$ cat config.mk
export PLATFORM = sky130hd
export DESIGN_NAME = pwm_dtg_array_flat
export DESIGN_NICKNAME = d
export VERILOG_FILES = /design/src/rtl/pwm_pkg.sv /design/src/rtl/pwm_dtg_array_if.sv /design/src/rtl/pwm_deadtime.sv /design/src/rtl/pwm_dtg_array.sv /design/src/flat_wrapper.sv
export SDC_FILE = /design/constraint.sdc
export NUM_CORES = 1
export LEC_CHECK = 0
export ABC_AREA = 1
export CORE_ASPECT_RATIO = 1.2
export CORE_MARGIN = 2
export CORE_UTILIZATION = 35
export CTS_CLUSTER_DIAMETER = 150
export DETAILED_ROUTE_END_ITERATION = 16
export HOLD_SLACK_MARGIN = 0.15
export SETUP_SLACK_MARGIN = 0.2
export SLEW_MARGIN = 10
export SYNTH_ARGS = -nofsm -noshare
export SYNTH_HDL_FRONTEND = slang
export SYNTH_SLANG_ARGS = --single-unit
$ cat constraint.sdc
create_clock -name clk -period 7 [get_ports clk]
set_input_delay 0.7 -clock clk [delete_from_list [all_inputs] [get_ports clk]]
set_output_delay 0.7 -clock clk [all_outputs]
set_load 0.01 [all_outputs]
$ cat src/rtl/pwm_pkg.sv
// Shared types for the PWM dead-time generator array.
// Latency: n/a (types and a pure compare helper only).
// Backpressure: n/a.
package pwm_pkg;

  typedef enum logic {PWM_EDGE = 1'b0, PWM_CENTER = 1'b1} pwm_mode_t;
  typedef enum logic {DIR_UP = 1'b0, DIR_DN = 1'b1} pwm_dir_t;

  // Duty compare: the down slope uses <= so the high time is exactly 2*duty
  // steps in center mode and the pulse never touches the count=0 point twice.
  function automatic logic duty_hit(input pwm_mode_t m, input pwm_dir_t d,
                                    input int unsigned cnt, input int unsigned duty);
    if (m == PWM_CENTER && d == DIR_DN) return cnt <= duty;
    return cnt < duty;
  endfunction

endpackage

$ cat src/rtl/pwm_dtg_array_if.sv
// Duty-value stream into the PWM array (all channels per beat).
// Latency: n/a (wiring only).
// Backpressure: consumer holds str_rdy low while it cannot accept a beat.
interface pwm_dtg_array_if #(
  parameter int DWC = 8,
  parameter int CHN = 4
);
  logic [CHN-1:0][DWC-1:0] str_dat;
  logic                    str_vld;
  logic                    str_rdy;

  modport master (output str_dat, output str_vld, input str_rdy);
  modport slave  (input str_dat, input str_vld, output str_rdy);
endinterface

$ cat src/rtl/pwm_deadtime.sv
// One complementary output pair with programmable dead time inserted on every raw edge.
// Latency: raw -> pins 1 cycle, plus dtm cycles with both pins low after each raw edge.
// Backpressure: none; follows raw every cycle.
module pwm_deadtime #(
  parameter int DTW = 4
) (
  input  logic           clk,
  input  logic           rst,
  input  logic           clr,
  input  logic           raw,
  input  logic [DTW-1:0] dtm,
  output logic           pwm_p,
  output logic           pwm_n
);

  logic           raw_q;
  logic [DTW-1:0] dcnt;

  // Edge detect, dead-time countdown and pin drive; an edge always restarts the gap.
  always_ff @(posedge clk) begin
    if (rst || clr) begin
      raw_q <= 1'b0;
      dcnt  <= '0;
      pwm_p <= 1'b0;
      pwm_n <= 1'b0;
    end else begin
      raw_q <= raw;
      if (raw != raw_q) begin
        dcnt  <= dtm;
        pwm_p <= (dtm == '0) & raw;
        pwm_n <= (dtm == '0) & ~raw;
      end else if (dcnt != '0) begin
        dcnt  <= dcnt - 1'b1;
        pwm_p <= (dcnt == DTW'(1)) & raw;
        pwm_n <= (dcnt == DTW'(1)) & ~raw;
      end else begin
        pwm_p <= raw;
        pwm_n <= ~raw;
      end
    end
  end

endmodule

$ cat src/rtl/pwm_dtg_array.sv
// Multi-channel PWM: shared edge/center-aligned counter, double-buffered duties, dead-time outputs.
// Latency: counter -> raw compare 1 cycle, raw -> pins 1 cycle plus dtm cycles on each raw edge.
// Backpressure: str_rdy low while the shadow holds an unconsumed duty set; reopens after the next period start.
module pwm_dtg_array
  import pwm_pkg::*;
#(
  parameter int DWC = 8,
  parameter int CHN = 4,
  parameter int DTW = 4
) (
  input  logic                clk,
  input  logic                rst,
  input  logic                cke,
  input  logic                ena,
  input  logic                mode,
  input  logic [DWC-1:0]      rng,
  input  logic [DTW-1:0]      dtm,
  pwm_dtg_array_if.slave      str,
  output logic                prd,
  output logic [CHN-1:0]      pwm_p,
  output logic [CHN-1:0]      pwm_n
);

  logic [DWC-1:0]          cnt;
  logic [DWC:0]            cnt_inc;
  pwm_dir_t                dir;
  pwm_mode_t               mode_q;
  logic [CHN-1:0][DWC-1:0] shd;
  logic [CHN-1:0][DWC-1:0] act;
  logic [CHN-1:0][DWC-1:0] act_nxt;
  logic                    full;
  logic                    xfer;
  logic [CHN-1:0]          raw;
  logic                    clr;

  // Extra bit so the wrap test cannot overflow when cnt is at its maximum.
  assign cnt_inc     = {1'b0, cnt} + (DWC+1)'(1);
  assign prd         = ena & cke & (cnt == '0);
  assign xfer        = str.str_vld & ~full;
  assign str.str_rdy = ~full;
  assign clr         = ~ena;
  // The duty being loaded this cycle already drives the compare, so a new
  // period starts with its new duty rather than one step late.
  assign act_nxt     = (prd && full) ? shd : act;

  // Period counter and slope direction; mode is only sampled while disabled.
  always_ff @(posedge clk) begin
    if (rst) begin
      cnt    <= '0;
      dir    <= DIR_UP;
      mode_q <= PWM_EDGE;
    end else if (!ena) begin
      cnt    <= '0;
      dir    <= DIR_UP;
      mode_q <= pwm_mode_t'(mode);
    end else if (cke) begin
      if (mode_q == PWM_EDGE) begin
        dir <= DIR_UP;
        if (cnt_inc >= {1'b0, rng}) cnt <= '0;
        else                        cnt <= cnt_inc[DWC-1:0];
      end else if (rng == '0) begin
        cnt <= '0;
        dir <= DIR_UP;
      end else if (dir == DIR_UP) begin
        cnt <= cnt_inc[DWC-1:0];
        if (cnt_inc >= {1'b0, rng}) dir <= DIR_DN;
      end else begin
        if (cnt == '0 || cnt == DWC'(1)) begin
          cnt <= '0;
          dir <= DIR_UP;
        end else begin
          cnt <= cnt - 1'b1;
        end
      end
    end
  end

  // Shadow accepts a beat when empty; the period start moves it into the active set.
  always_ff @(posedge clk) begin
    if (rst) begin
      full <= 1'b0;
      shd  <= '0;
      act  <= '0;
    end else if (prd && full) begin
      act  <= shd;
      full <= 1'b0;
    end else if (xfer) begin
      shd  <= str.str_dat;
      full <= 1'b1;
    end
  end

  // Registered per-channel compare against the next-active duty.
  always_ff @(posedge clk) begin
    if (rst || !ena) begin
      raw <= '0;
    end else begin
      for (int i = 0; i < CHN; i++) begin
        raw[i] <= duty_hit(mode_q, dir, 32'(cnt), 32'(act_nxt[i]));
      end
    end
  end

  for (genvar g = 0; g < CHN; g++) begin : g_dt
    pwm_deadtime #(.DTW(DTW)) u_dt (
      .clk   (clk),
      .rst   (rst),
      .clr   (clr),
      .raw   (raw[g]),
      .dtm   (dtm),
      .pwm_p (pwm_p[g]),
      .pwm_n (pwm_n[g])
    );
  end

endmodule
$ cat src/flat_wrapper.sv
// flat-port wrapper written by rule: the top's interface ports become plain ports
module pwm_dtg_array_flat import pwm_pkg::*;
#(
  parameter int DWC = 8,
  parameter int CHN = 4,
  parameter int DTW = 4
)
  (clk, rst, cke, ena, mode, rng, dtm, prd, pwm_p, pwm_n, str_str_dat, str_str_vld, str_str_rdy);
  pwm_dtg_array_if #(.DWC(DWC), .CHN(CHN)) str_i ();
  input  logic clk;
  input  logic rst;
  input  logic cke;
  input  logic ena;
  input  logic mode;
  input  logic [DWC-1:0] rng;
  input  logic [DTW-1:0] dtm;
  output logic prd;
  output logic [CHN-1:0] pwm_p;
  output logic [CHN-1:0] pwm_n;
  input wire logic [$bits(str_i.str_dat)-1:0] str_str_dat;
  input wire logic [$bits(str_i.str_vld)-1:0] str_str_vld;
  output wire logic [$bits(str_i.str_rdy)-1:0] str_str_rdy;
  assign str_i.str_dat = str_str_dat;
  assign str_i.str_vld = str_str_vld;
  assign str_str_rdy = str_i.str_rdy;
  pwm_dtg_array #(.DWC(DWC), .CHN(CHN), .DTW(DTW)) u_core (.clk(clk), .rst(rst), .cke(cke), .ena(ena), .mode(mode), .rng(rng), .dtm(dtm), .str(str_i), .prd(prd), .pwm_p(pwm_p), .pwm_n(pwm_n));
endmodule
---- Word level (Yosys, flattened, before mapping) ----
Index checks and enable logic that the tools add are counted.
W data, S select, Z words.
word-level totals
  word-level logic and storage cells ...... 144
  output and inout bits ................... 10
  flip-flop bits (word level) ............. 107
  input port bits ......................... 50
operators by class
  equality and inequality tests ........... 9
  bitwise logic cells ..................... 26
  mux-type cells .......................... 45
  reductions and logical operators ........ 20
  magnitude comparators ................... 9
  add/subtract/negate cells ............... 6
operators by type and width
  operator               number
  $mux W8                5
  $le A8 B8 Y1           4
  $lt A8 B8 Y1           4
  $mux W32               1
  $mux W4                8
  $mux W1                31
  $and A1 B1 Y1          19
  $eq A4 B1 Y1 const B   4
  $logic_not A8 Y1       2
  $reduce_bool A4 Y1     4
  $sub A4 B1 Y4 const B  4
  $add A8 B1 Y9 const B  1
  $ge A9 B8 Y1           1
  $eq A8 B1 Y1 const B   1
  $reduce_bool A2 Y1     4
  $sub A8 B1 Y8 const B  1
  $not A1 Y1             7
  $logic_not A4 Y1       1
  $ne A1 B1 Y1           4
  $reduce_or A2 Y1       2
  $logic_or A1 B1 Y1     3
  $logic_and A1 B1 Y1    2
  $reduce_and A2 Y1      1
  $logic_not A1 Y1       1

---- Logic depth before layout (Yosys ltp) ----
Gate-level depths: netlist of run 1.
  word-level depth ........................ 7
  mapped depth ............................ 17
  mapped depth without buffers ............ 17

---- Cells and area by module ----
Synthesis of run 1 repeated with hierarchy kept, for this count alone.
second synthesis, totals
  cell total of the unflattened synthesis .. 862
  area total of the unflattened synthesis .. 6160.9 µm²
by module, submodules not included
  module         instances  cells each  area an instance (µm²)  sequential area each (µm²)
  pwm_dtg_array  1          638         4429.2                  1581.5
  pwm_deadtime   4          56          432.9                   140.1

---- Worst setup path after synthesis of run 1 ----
No wires, ideal clock.
  path type ............................... reg2reg
  from .................................... register u_core.cnt[0]
  to ...................................... register u_core.raw[1]
  cell stages (with the launch flop) ...... 16
  clock period less this slack ............ 2.455 ns
  path buffers ............................ 1
  setup time .............................. 0.132 ns
  data arrival time ....................... 2.323 ns
  data required time ...................... 6.868 ns
  setup slack ............................. 4.545 ns
  cell sequence ........................... dfxtp_1 inv_1 ha_1 inv_1 nor2_1 nand3_4 buf_6 mux2i_2 ha_1 inv_1 nor2_1 nor2_1 o21ai_0 nand2_1 o211ai_1 a21oi_1
on the way
  cells in the longest elaborated chain, start to end .. 7
  elaborated cells between the ends (all ways) .. 8
  classes of those cells .................. order compare: 2; mux: 3; bitwise: 1; reduce/logical: 2
RTL lines
  what                           RTL line             source
  start, declared                pwm_dtg_array.sv:24  logic [DWC-1:0] cnt;
  start signal, assigned         pwm_dtg_array.sv:60  else cnt <= cnt_inc[DWC-1:0];
  start signal, assigned         pwm_dtg_array.sv:65  cnt <= cnt_inc[DWC-1:0];
  start signal, assigned         pwm_dtg_array.sv:72  cnt <= cnt - 1'b1;
  $logic_not A8 Y1               pwm_dtg_array.sv:38  assign prd = ena & cke & (cnt == '0);
  $and A1 B1 Y1                  pwm_dtg_array.sv:38
  $logic_and A1 B1 Y1            pwm_dtg_array.sv:44  assign act_nxt = (prd && full) ? shd : act;
  $mux W32                       n/a
  $le A8 B8 Y1                   pwm_pkg.sv:13        if (m == PWM_CENTER && d == DIR_DN) return cnt <= duty;
  $mux W1                        pwm_pkg.sv:13
  $mux W1 *                      pwm_pkg.sv:14        return cnt < duty;
  end signal, assigned by index  pwm_dtg_array.sv:99  raw[i] <= duty_hit(mode_q, dir, 32'(cnt), 32'(act_nxt[i]));
  end, declared                  pwm_dtg_array.sv:33  logic [CHN-1:0] raw;
Mark *: on every way between the ends. The rest lies on a longest branch, timed or not. The select of a mux whose other input is x is not followed.
A chain may end at the register's enable or synchronous reset.

==> out/results.txt, run 1 <==
status -> finished, final reports clean
MaxCap Viol Count -> 0
PwrDens -> 223 nW/um2
nets -> 885
initial antenna violation count -> 0
num rows -> 51
first-pass GRT wire length -> 21.9 mm
Worst setup SP type -> primary input
post-synth top area share -> 0.373
count leader, synth -> nor2_1
DRT Pass-1 Iters -> 5
H-tree depth -> 3
CTS buffer count -> 9
postcts setup bufs -> 0
CP max FO -> 34
register bit total from synthesis -> 107
synthesized area -> 5740 um2
reg2reg start -> u_core.cnt[0]
layout cell share with drive strength beyond 1 -> 0.0660
Final Wtd Congestion -> 0.858
Die W -> 121 um
largest net degree at the start of global routing -> 37
Final period util -> 0.508
CP startpoint -> cke
Netlist cell types -> 37
Die Height -> 144 um
Max Fclk -> 0.281 GHz
clock root buffer -> clkbuf_16
Ys Warns -> 0
Avg Inst Size Synth -> 7.76 um2
hold_sp -> u_core.g_dt[2].u_dt.raw_q
Async S/R FF share, synth -> 0
Die Area -> 17500 um2
Final HPWL DP -> 9.44 mm
Core ar. -> 16100 um2
I/O Buffers -> 59
antenna-violating nets left -> 0
worst vdd ir -> 0.000128 V
r2r setup slk -> 3540 ps
setup TNS -> 0 ps
Tmin final -> 3560 ps
crit end category -> register
DRT iter0 DRCs -> 322
Synth area leaders -> dfxtp_1, ha_1, nor2_1
Reg clk slew, reported paths -> 70 ps
Initial Utilization -> 0.356
Final Setup Violations -> 0
CP Data Required Time -> 7220 ps
detailed-route wire length -> 13.1 mm
Overflow after GRT -> 0
Worst Max-Slew Pin Slew -> 1180 ps
DRC errors left -> 0
Seq/Total Area, Yosys -> 0.373
Final Max Tran Viols -> 0
Slew HR -> 0.203
area leader, netlist -> dfxtp_1
Hold Fails Final Rpt -> 0
Hold Slack -> 489 ps
Leak Pwr -> 3.07 nW
overall routing resource usage -> 0.160
RSZ-0062 raised after global routing -> false
post-CTS resize count -> 0
clock skew -> 10.3 ps
Syn Nets -> 842
vias per cell -> 4.78
Num Clock Sinks -> 107
DP Cell Count -> 984
cells after synthesis -> 740
ys flop type -> dfxtp_1
Post-synth EDFFs -> 0
fin cells -> 1000
buffer depth of the longest clock path -> 2
CTS tree -> done
wire per inst -> 13.1 um
cell area after placement -> 6450 um2
synth cell count leaders -> nor2_1, dfxtp_1, nand2_1, inv_1, o21ai_0
Post-CTS Hold Fix Bufs -> 0
Worst EP arrival -> 3780 ps
Layout area overhead -> 17.2%
Via Count -> 4781
final non-filler cell area -> 6730 um2
vias in the first global route -> 4540
IO Count -> 60
HP Class -> register to register
Final Core Density -> 0.417
Setup CP Type -> primary input to register
later-pin clock latency in the skew report -> 360 ps
antenna cells -> 0
## stage by stage
stage	total power, W	setup WS [ps]
after detailed placement	0.00101	3050
after floorplan	0.000923	4550
after global placement	0.00101	3100
after global routing	0.00159	3120
final	0.00150	3440
after CTS	0.00152	3440
## sequential cells by signal, indices dropped and copies added, names as in the netlist
signal	flops
u_core.shd	32
u_core.g_dt.u_dt.dcnt	16
u_core.g_dt.u_dt.pwm_n	4
u_core.g_dt.u_dt.raw_q	4
u_core.mode_q	1
u_core.g_dt.u_dt.pwm_p	4
u_core.dir	1
u_core.full	1
u_core.cnt	8
u_core.raw	4
u_core.act	32
## layout make-up
class	instances	area, um2
fill	1681	9410
tap	212	265
multi-input combinational	518	3110
sequential	107	2140
clock buffer	11	233
inverter	85	319
clock inverter	5	53.8
timing repair buffer	62	613
## cell families (layout without fill, tap and decap cells)
logic type,count (synthesis),after routing,share of synthesized area
compound gates,149,149,0.143
fa+ha+maj,52,52,0.113
mux,29,29,0.0636
flops,107,107,0.373
simple gates,275,275,0.201
xor+xnor,13,13,0.0198
buf+inv,115,163,0.0861
## layout by cell type (no fill, tap or decap), types with 2 or more instances in the layout
cell type / count
nor3_1: 5
mux2i_1: 9
o22ai_1: 4
clkinv_1: 2
clkbuf_1: 2
and3_1: 2
o211ai_1: 11
a31oi_1: 2
o21ai_0: 68
xnor2_1: 5
clkinv_2: 3
buf_4: 3
xor2_1: 8
nand4_1: 13
clkdlybuf4s50_1: 59
a211oi_2: 4
clkbuf_16: 9
ha_1: 52
dfxtp_1: 107
nor2_1: 133
inv_2: 3
nand3_1: 22
or2_2: 3
o21ai_1: 3
a21boi_0: 2
mux2i_2: 20
nor2_2: 2
inv_1: 80
nand2_1: 89
a21oi_1: 53
## critical path: stages
cell and delay (ps):
clkdlybuf4s50_1 750, inv_2 140, nor3_4 260, nand3_4 550, inv_1 520, a21oi_1 130
ha_1 190, nor2_1 90, nor2_1 40, o21ai_0 140, nand2_1 70, o211ai_1 90
a21oi_1 80
## power breakdown
part           switching (W)  leakage [nW]  internal [W]  total (W)
sequential         0.0000318         0.874      0.000651   0.000683
clock               0.000227         0.143      0.000277   0.000503
combinational       0.000176          2.05      0.000139   0.000315
## layer usage
layer  global-route usage  wire, um  vias to the layer above
li1                     -         -                     2522
met1                0.199      6080                     2140
met2                0.273      6250                       99
met3               0.0398       559                       20
met4               0.0502       253                        0
met5                    0         0                        -
## final timing paths
check                                    to  depth (start not counted)
setup / recovery              u_core.raw[2]                         13
hold / removal    u_core.g_dt[2].u_dt.pwm_p                          1
setup reg to reg              u_core.raw[2]                         14
hold reg to reg   u_core.g_dt[2].u_dt.pwm_p                          1
(Power assumes the default switching activity.)
==> inputs of run 2 (changes only) <==
- clock period: 7 -> 3.5 ns (I/O delays scaled with it)
==> run 2 against run 1 <==
Net effect:
- worst hold slack worse by 4.1 ps
- non-clock buffer count grew 6
- flip-flop and latch count is the same
- worst setup slack worse by 2800 ps
- register-to-register slack got worse by 2900 ps
- critical path type is now register to register
- critical endpoint is now u_core.raw[1]
==> out/results.txt, run 2 (synthesis gave the netlist of run 1 again) <==
initial antenna violation count -> 0 (unchanged)
Initial Utilization -> 0.356 (unchanged)
Via Count -> 4838 (+1.2%)
Top Registers -> u_core.act (32), u_core.shd (32), u_core.g_dt.u_dt.dcnt (16)
MaxCap Viol Count -> 0 (unchanged)
Worst Max-Slew Pin Slew -> 908 ps (-275 ps)
CP max-delay cell -> dfxtp_1
layout cell share with drive strength beyond 1 -> 0.0744 (+0.00841)
CTS buffer count -> 9 (unchanged)
antenna cells -> 0 (unchanged)
vias in the first global route -> 4588 (+1.1%)
CTS tree -> done
global-route met2 utilization -> 0.290 (+0.0174)
H-tree depth -> 3 (unchanged)
crit path cell chain -> inv_1, ha_1, inv_1, nor2_1, nand3_4, buf_12, mux2i_2, ha_1, inv_1, nor2_1, nor2_1, o21ai_0, nand2_1, o211ai_1, a21oi_1
PwrDens -> 448 nW/um2 (+100%)
CP peak stage delay -> 390 ps (-360 ps)
commonest non-fill, non-tap cell in the layout -> nor2_1
I/O Buffers -> 59 (unchanged)
crit-path leading delay family -> simple AND/OR/NAND/NOR gates
most frequent cells in the layout -> nor2_1, dfxtp_1, nand2_1, inv_1, o21ai_0
HP Class -> register to register
later-pin clock latency in the skew report -> 360 ps (about the same)
setup TNS -> 0 ps (unchanged)
Final Wtd Congestion -> 0.857 (about the same)
Final Setup Violations -> 0 (unchanged)
vias per cell -> 4.81 (+0.69%)
final setup margin -> 608 ps (-2830 ps)
first-pass GRT wire length -> 22.0 mm (+0.32%)
DRT Pass-1 Iters -> 4 (-1)
postcts setup bufs -> 0 (unchanged)
Psw -> 0.000902 W (+110%)
Reg clk slew, reported paths -> 80 ps (about the same)
Power Internal -> 0.00215 W (+100%)
Clk pwr share -> 0.344 (+0.009)
Pwr Total -> 0.00305 W (+100%)
IO Count -> 60 (unchanged)
dpl ws -> 616 ps (-2430 ps)
Comb power frac -> 0.209 (about the same)
DRC errors left -> 0 (unchanged)
clock root buffer -> clkbuf_16
antenna-violating nets left -> 0 (unchanged)
CP Data Required Time -> 3720 ps (-3500 ps)
detailed-route wire length -> 13.4 mm (+2.1%)
grt met1 use -> 0.190 (-0.00971)
Worst EP arrival -> 3110 ps (-670 ps)
Reg power frac -> 0.448 (-0.007)
num rows -> 51 (unchanged)
Layout area overhead -> 18.4%
crit end category -> register
Hold Fails Final Rpt -> 0 (unchanged)
Post-CTS Hold Fix Bufs -> 0 (unchanged)
CP max FO -> 27 (-21%)
met3 Use GR -> 0.0363 (-0.00355)
Die Height -> 144 um (unchanged)
clock skew -> 9.05 ps (-1.24 ps)
CP bufs+invs -> 4 (+1)
Setup CP Type -> register to register
Final HPWL DP -> 9.88 mm (+4.6%)
Die Area -> 17500 um2 (unchanged)
Slew HR -> 0.394 (+0.190)
Worst setup SP type -> register
Num Clock Sinks -> 107 (unchanged)
buffer depth of the longest clock path -> 2 (unchanged)
Final Max Tran Viols -> 0 (unchanged)
gr busiest metal -> met2
switching part of the total -> 0.296 (+0.00674)
wire per inst -> 13.4 um (+1.6%)
post-CTS resize count -> 0 (unchanged)
DRT iter0 DRCs -> 259 (-20%)
Tmin final -> 2890 ps
largest net degree at the start of global routing -> 35 (-5.4%)
Core ar. -> 16100 um2 (unchanged)
worst vdd ir -> 0.000281 V (+120%)
RSZ-0062 raised after global routing -> false
Overflow after GRT -> 0 (unchanged)
Die W -> 121 um (unchanged)
overall routing resource usage -> 0.160 (-0.000683)
Final period util -> 0.826
Leak Pwr -> 3.11 nW (+1.3%)
Max Fclk -> 0.346 GHz
status -> finished, final reports clean
nets -> 891 (+0.68%)
run 2: changes by cell type in the layout (fill, tap and decap cells not counted), sizes merged:
cell and delta:
clkbuf -2, buf +6, inv +3, clkinv -2
run 2: power by group through the flow:
stage | Combinational [W] | Clock [W] | Sequential [W]
2_1_floorplan | 0.000474 | 0 | 0.00137
3_3_place_gp | 0.000634 | 0 | 0.00139
3_5_place_dp | 0.000638 | 0 | 0.00139
4_1_cts | 0.000642 | 0.00107 | 0.00137
5_1_grt | 0.000732 | 0.00112 | 0.00137
6_report | 0.000636 | 0.00105 | 0.00137
run 2: area by class of cell:
cell class / instances / area (um2)
Fill cell: 1669 / 9340
Multi-Input combinational cell: 518 / 3110
Sequential cell: 107 / 2140
Timing Repair Buffer: 68 / 671
Inverter: 85 / 319
Tap cell: 212 / 265
Clock buffer: 9 / 225
Clock inverter: 6 / 72.6
run 2: metrics by stage:
stage	area (um2)	utilization	hold WS (ps)	std cells
floorplan	5740	-	443	740
global placement	6500	0.403	465	990
detailed placement	6500	0.403	468	990
CTS	6800	0.421	485	1005
global route	6800	0.421	511	1005
finish	6800	0.421	485	1005
run 2: worst paths after layout:
| path | slack [ps] | cells after the start | start | endpoint |
|---|---|---|---|---|
| hold reg to reg | 490 | 1 | u_core.g_dt[2].u_dt.raw_q | u_core.g_dt[2].u_dt.pwm_p |
| hold / removal | 490 | 1 | u_core.g_dt[2].u_dt.raw_q | u_core.g_dt[2].u_dt.pwm_p |
| setup / recovery | 610 | 15 | u_core.cnt[0] | u_core.raw[1] |
| setup reg to reg | 610 | 15 | u_core.cnt[0] | u_core.raw[1] |
run 2: metal layers:
metal,vias up,wire length (um)
li1,2541,-
met1,2214,6010
met2,73,6710
met3,10,554
met4,0,139
met5,-,0
==> inputs of run 3 (changes only) <==
- clock period: 3.5 -> 2.4 ns (I/O delays scaled with it)
==> run 3 against run 2 <==
Net effect:
- cell count up 4.1%
- utilization increased by 3.5 points
- critical endpoint is now u_core.raw[3]
- sequential share of layout area down 2.3 points
- sequential power rose by 45%
- first-iteration DRC count shrank 29%
- final area rose by 8.3%
- critical path depth is 2 lower
- highest routed layer unchanged
- routed wire length grew 5.4%
- critical path type unchanged
- global-route usage increased by 0.80 points
- flip-flop and latch count unchanged
==> out/results.txt, run 3 (synthesis gave the netlist of run 1 again) <==
status -> finished, final reports clean
crit end category -> register
Reg clk slew, reported paths -> 70 ps (about the same)
CP max-delay cell -> dfxtp_2
clock skew -> 6.46 ps (-2.59 ps)
layout cell share with drive strength beyond 1 -> 0.147 (+0.0731)
global-route met2 utilization -> 0.295 (+0.00444)
Num Clock Sinks -> 107 (unchanged)
gr busiest metal -> met2
wire per inst -> 13.5 um (+1.2%)
RSZ-0062 raised after global routing -> true
crit path cell chain -> nor2_4, nand2_2, nor3_4, nand3_4, buf_12, buf_12, mux2i_4, ha_1, nand2_1, nor2_1, nand2_1, o211ai_1, a21oi_1
grt met1 use -> 0.206 (+0.0169)
HP Class -> primary input to register
vias in the first global route -> 4706 (+2.6%)
Layout area overhead -> 28.3%
vias per cell -> 4.79 (-0.58%)
Worst EP arrival -> 2460 ps (-650 ps)
initial antenna violation count -> 0 (unchanged)
CTS tree -> done
most frequent cells in the layout -> nor2_1, dfxtp_1, nand2_1, inv_1, o21ai_0
final setup margin -> 157 ps (-451 ps)
Setup CP Type -> register to register
Comb power frac -> 0.231 (+0.022)
Psw -> 0.00134 W (+48%)
Final Core Density -> 0.456 (+0.0350)
final non-filler cell area -> 7370 um2 (+8.3%)
setup TNS -> 0 ps (unchanged)
crit-path leading delay family -> simple AND/OR/NAND/NOR gates
nets -> 931 (+4.5%)
Multi-input gate area -> 3250 um2 (+4.7%)
cells on worst reg2reg path -> 13 (-2)
num rows -> 51 (unchanged)
Die W -> 121 um (unchanged)
DRT Pass-1 Iters -> 5 (+1)
switching part of the total -> 0.302 (+0.00607)
CP peak stage delay -> 340 ps (-50 ps)
Fillers -> 1583 (-5.2%)
worst vdd ir -> 0.000324 V (+15%)
CP startpoint -> u_core.cnt[7]
Final period util -> 0.935 (+0.108)
Reg area -> 2150 um2 (+0.53%)
r2r setup slk -> 160 ps (-450 ps)
overall routing resource usage -> 0.168 (+0.00797)
Slew HR -> 0.584 (+0.190)
Initial Utilization -> 0.356 (unchanged)
CTS buffer count -> 9 (unchanged)
Final HPWL DP -> 10.1 mm (+2.0%)
IO Count -> 60 (unchanged)
CP Data Required Time -> 2610 ps (-1110 ps)
Post-CTS Hold Fix Bufs -> 0 (unchanged)
antenna cells -> 0 (unchanged)
Final Setup Violations -> 0 (unchanged)
met3 Use GR -> 0.0351 (-0.00118)
PwrDens -> 601 nW/um2 (+34%)
commonest non-fill, non-tap cell in the layout -> nor2_1
Reg power frac -> 0.448 (about the same)
H-tree depth -> 3 (unchanged)
Hold Slack -> 281 ps (-204 ps)
Overflow after GRT -> 0 (unchanged)
clock root buffer -> clkbuf_16
Final Max Tran Viols -> 0 (unchanged)
later-pin clock latency in the skew report -> 360 ps (about the same)
DRC errors left -> 0 (unchanged)
reg2reg start -> u_core.cnt[7]
hold_sp -> ena
CP max FO -> 9 (-67%)
Die Area -> 17500 um2 (unchanged)
Worst Max-Slew Pin Slew -> 620 ps (-289 ps)
buffer depth of the longest clock path -> 2 (unchanged)
Leak Pwr -> 3.36 nW (+7.9%)
Max Fclk -> 0.446 GHz (+29%)
Tmin final -> 2240 ps (-649 ps)
critical path endpoint -> u_core.raw[3]
Power Internal -> 0.00309 W (+44%)
Die Height -> 144 um (unchanged)
CP bufs+invs -> 2 (-2)
Hold Fails Final Rpt -> 0 (unchanged)
DRT iter0 DRCs -> 185 (-29%)
Core ar. -> 16100 um2 (unchanged)
Levels on crit path -> 13 (-2)
I/O Buffers -> 59 (unchanged)
cell area after placement -> 6730 um2 (+3.4%)
FF-to-FF End -> u_core.raw[3]
MaxCap Viol Count -> 0 (unchanged)
Clk pwr share -> 0.321 (-0.023)
Top Registers -> u_core.act (32), u_core.shd (32), u_core.g_dt.u_dt.dcnt (16)
dpl ws -> -154 ps (-771 ps)
largest net degree at the start of global routing -> 37 (+5.7%)
Final Wtd Congestion -> 0.873 (+1.9%)
Worst setup SP type -> register
detailed-route wire length -> 14.1 mm (+5.4%)
first-pass GRT wire length -> 23.0 mm (+4.5%)
Via Count -> 5006 (+3.5%)
antenna-violating nets left -> 0 (unchanged)
-- run 3: worst min-delay path by stage --
| stage | end | cells past startpoint | slack [ps] |
|---|---|---|---|
| after floorplan | u_core.mode_q | 1 | 330 |
| after global placement | u_core.g_dt[3].u_dt.pwm_p | 1 | 460 |
| after detailed placement | u_core.g_dt[3].u_dt.pwm_p | 1 | 460 |
| after CTS | u_core.mode_q | 2 | 270 |
| after global routing | u_core.mode_q | 2 | 290 |
| final | u_core.mode_q | 2 | 280 |
-- run 3: cell type report --
class	count	share of cell area
Tap cell	212	0.0360
Timing Repair Buffer	108	0.148
Clock buffer	10	0.0311
Inverter	85	0.0445
Clock inverter	6	0.00679
Multi-Input combinational cell	518	0.442
Sequential cell	107	0.292
-- run 3: power by group through the flow --
| stage | combinational (W) | clock (W) | sequential (W) |
|---|---|---|---|
| floorplan | 0.000698 | 0 | 0.00200 |
| global placement | 0.000963 | 0 | 0.00202 |
| detailed placement | 0.000969 | 0 | 0.00202 |
| CTS | 0.00100 | 0.00146 | 0.00198 |
| global route | 0.00117 | 0.00153 | 0.00200 |
| finish | 0.00102 | 0.00142 | 0.00198 |
-- run 3: stage by stage --
step	cells	total power [W]
final	1046	0.00443
after global routing	1046	0.00470
after CTS	1040	0.00445
after detailed placement	1015	0.00299
after global placement	1015	0.00298
after floorplan	740	0.00270
-- run 3: timing repair --
action | in CTS | in global routing
setup buffers | 7 | 5
cloned | 2 | 1
endpoints found under the setup margin | 10 | 14
pin swaps | 6 | 4
resized for setup | 19 | 22
-- run 3: routing by layer --
metal	wire (um)	up-vias
met3	577	22
met5	0	-
li1	-	2620
met4	317	0
met1	6280	2260
met2	6960	104
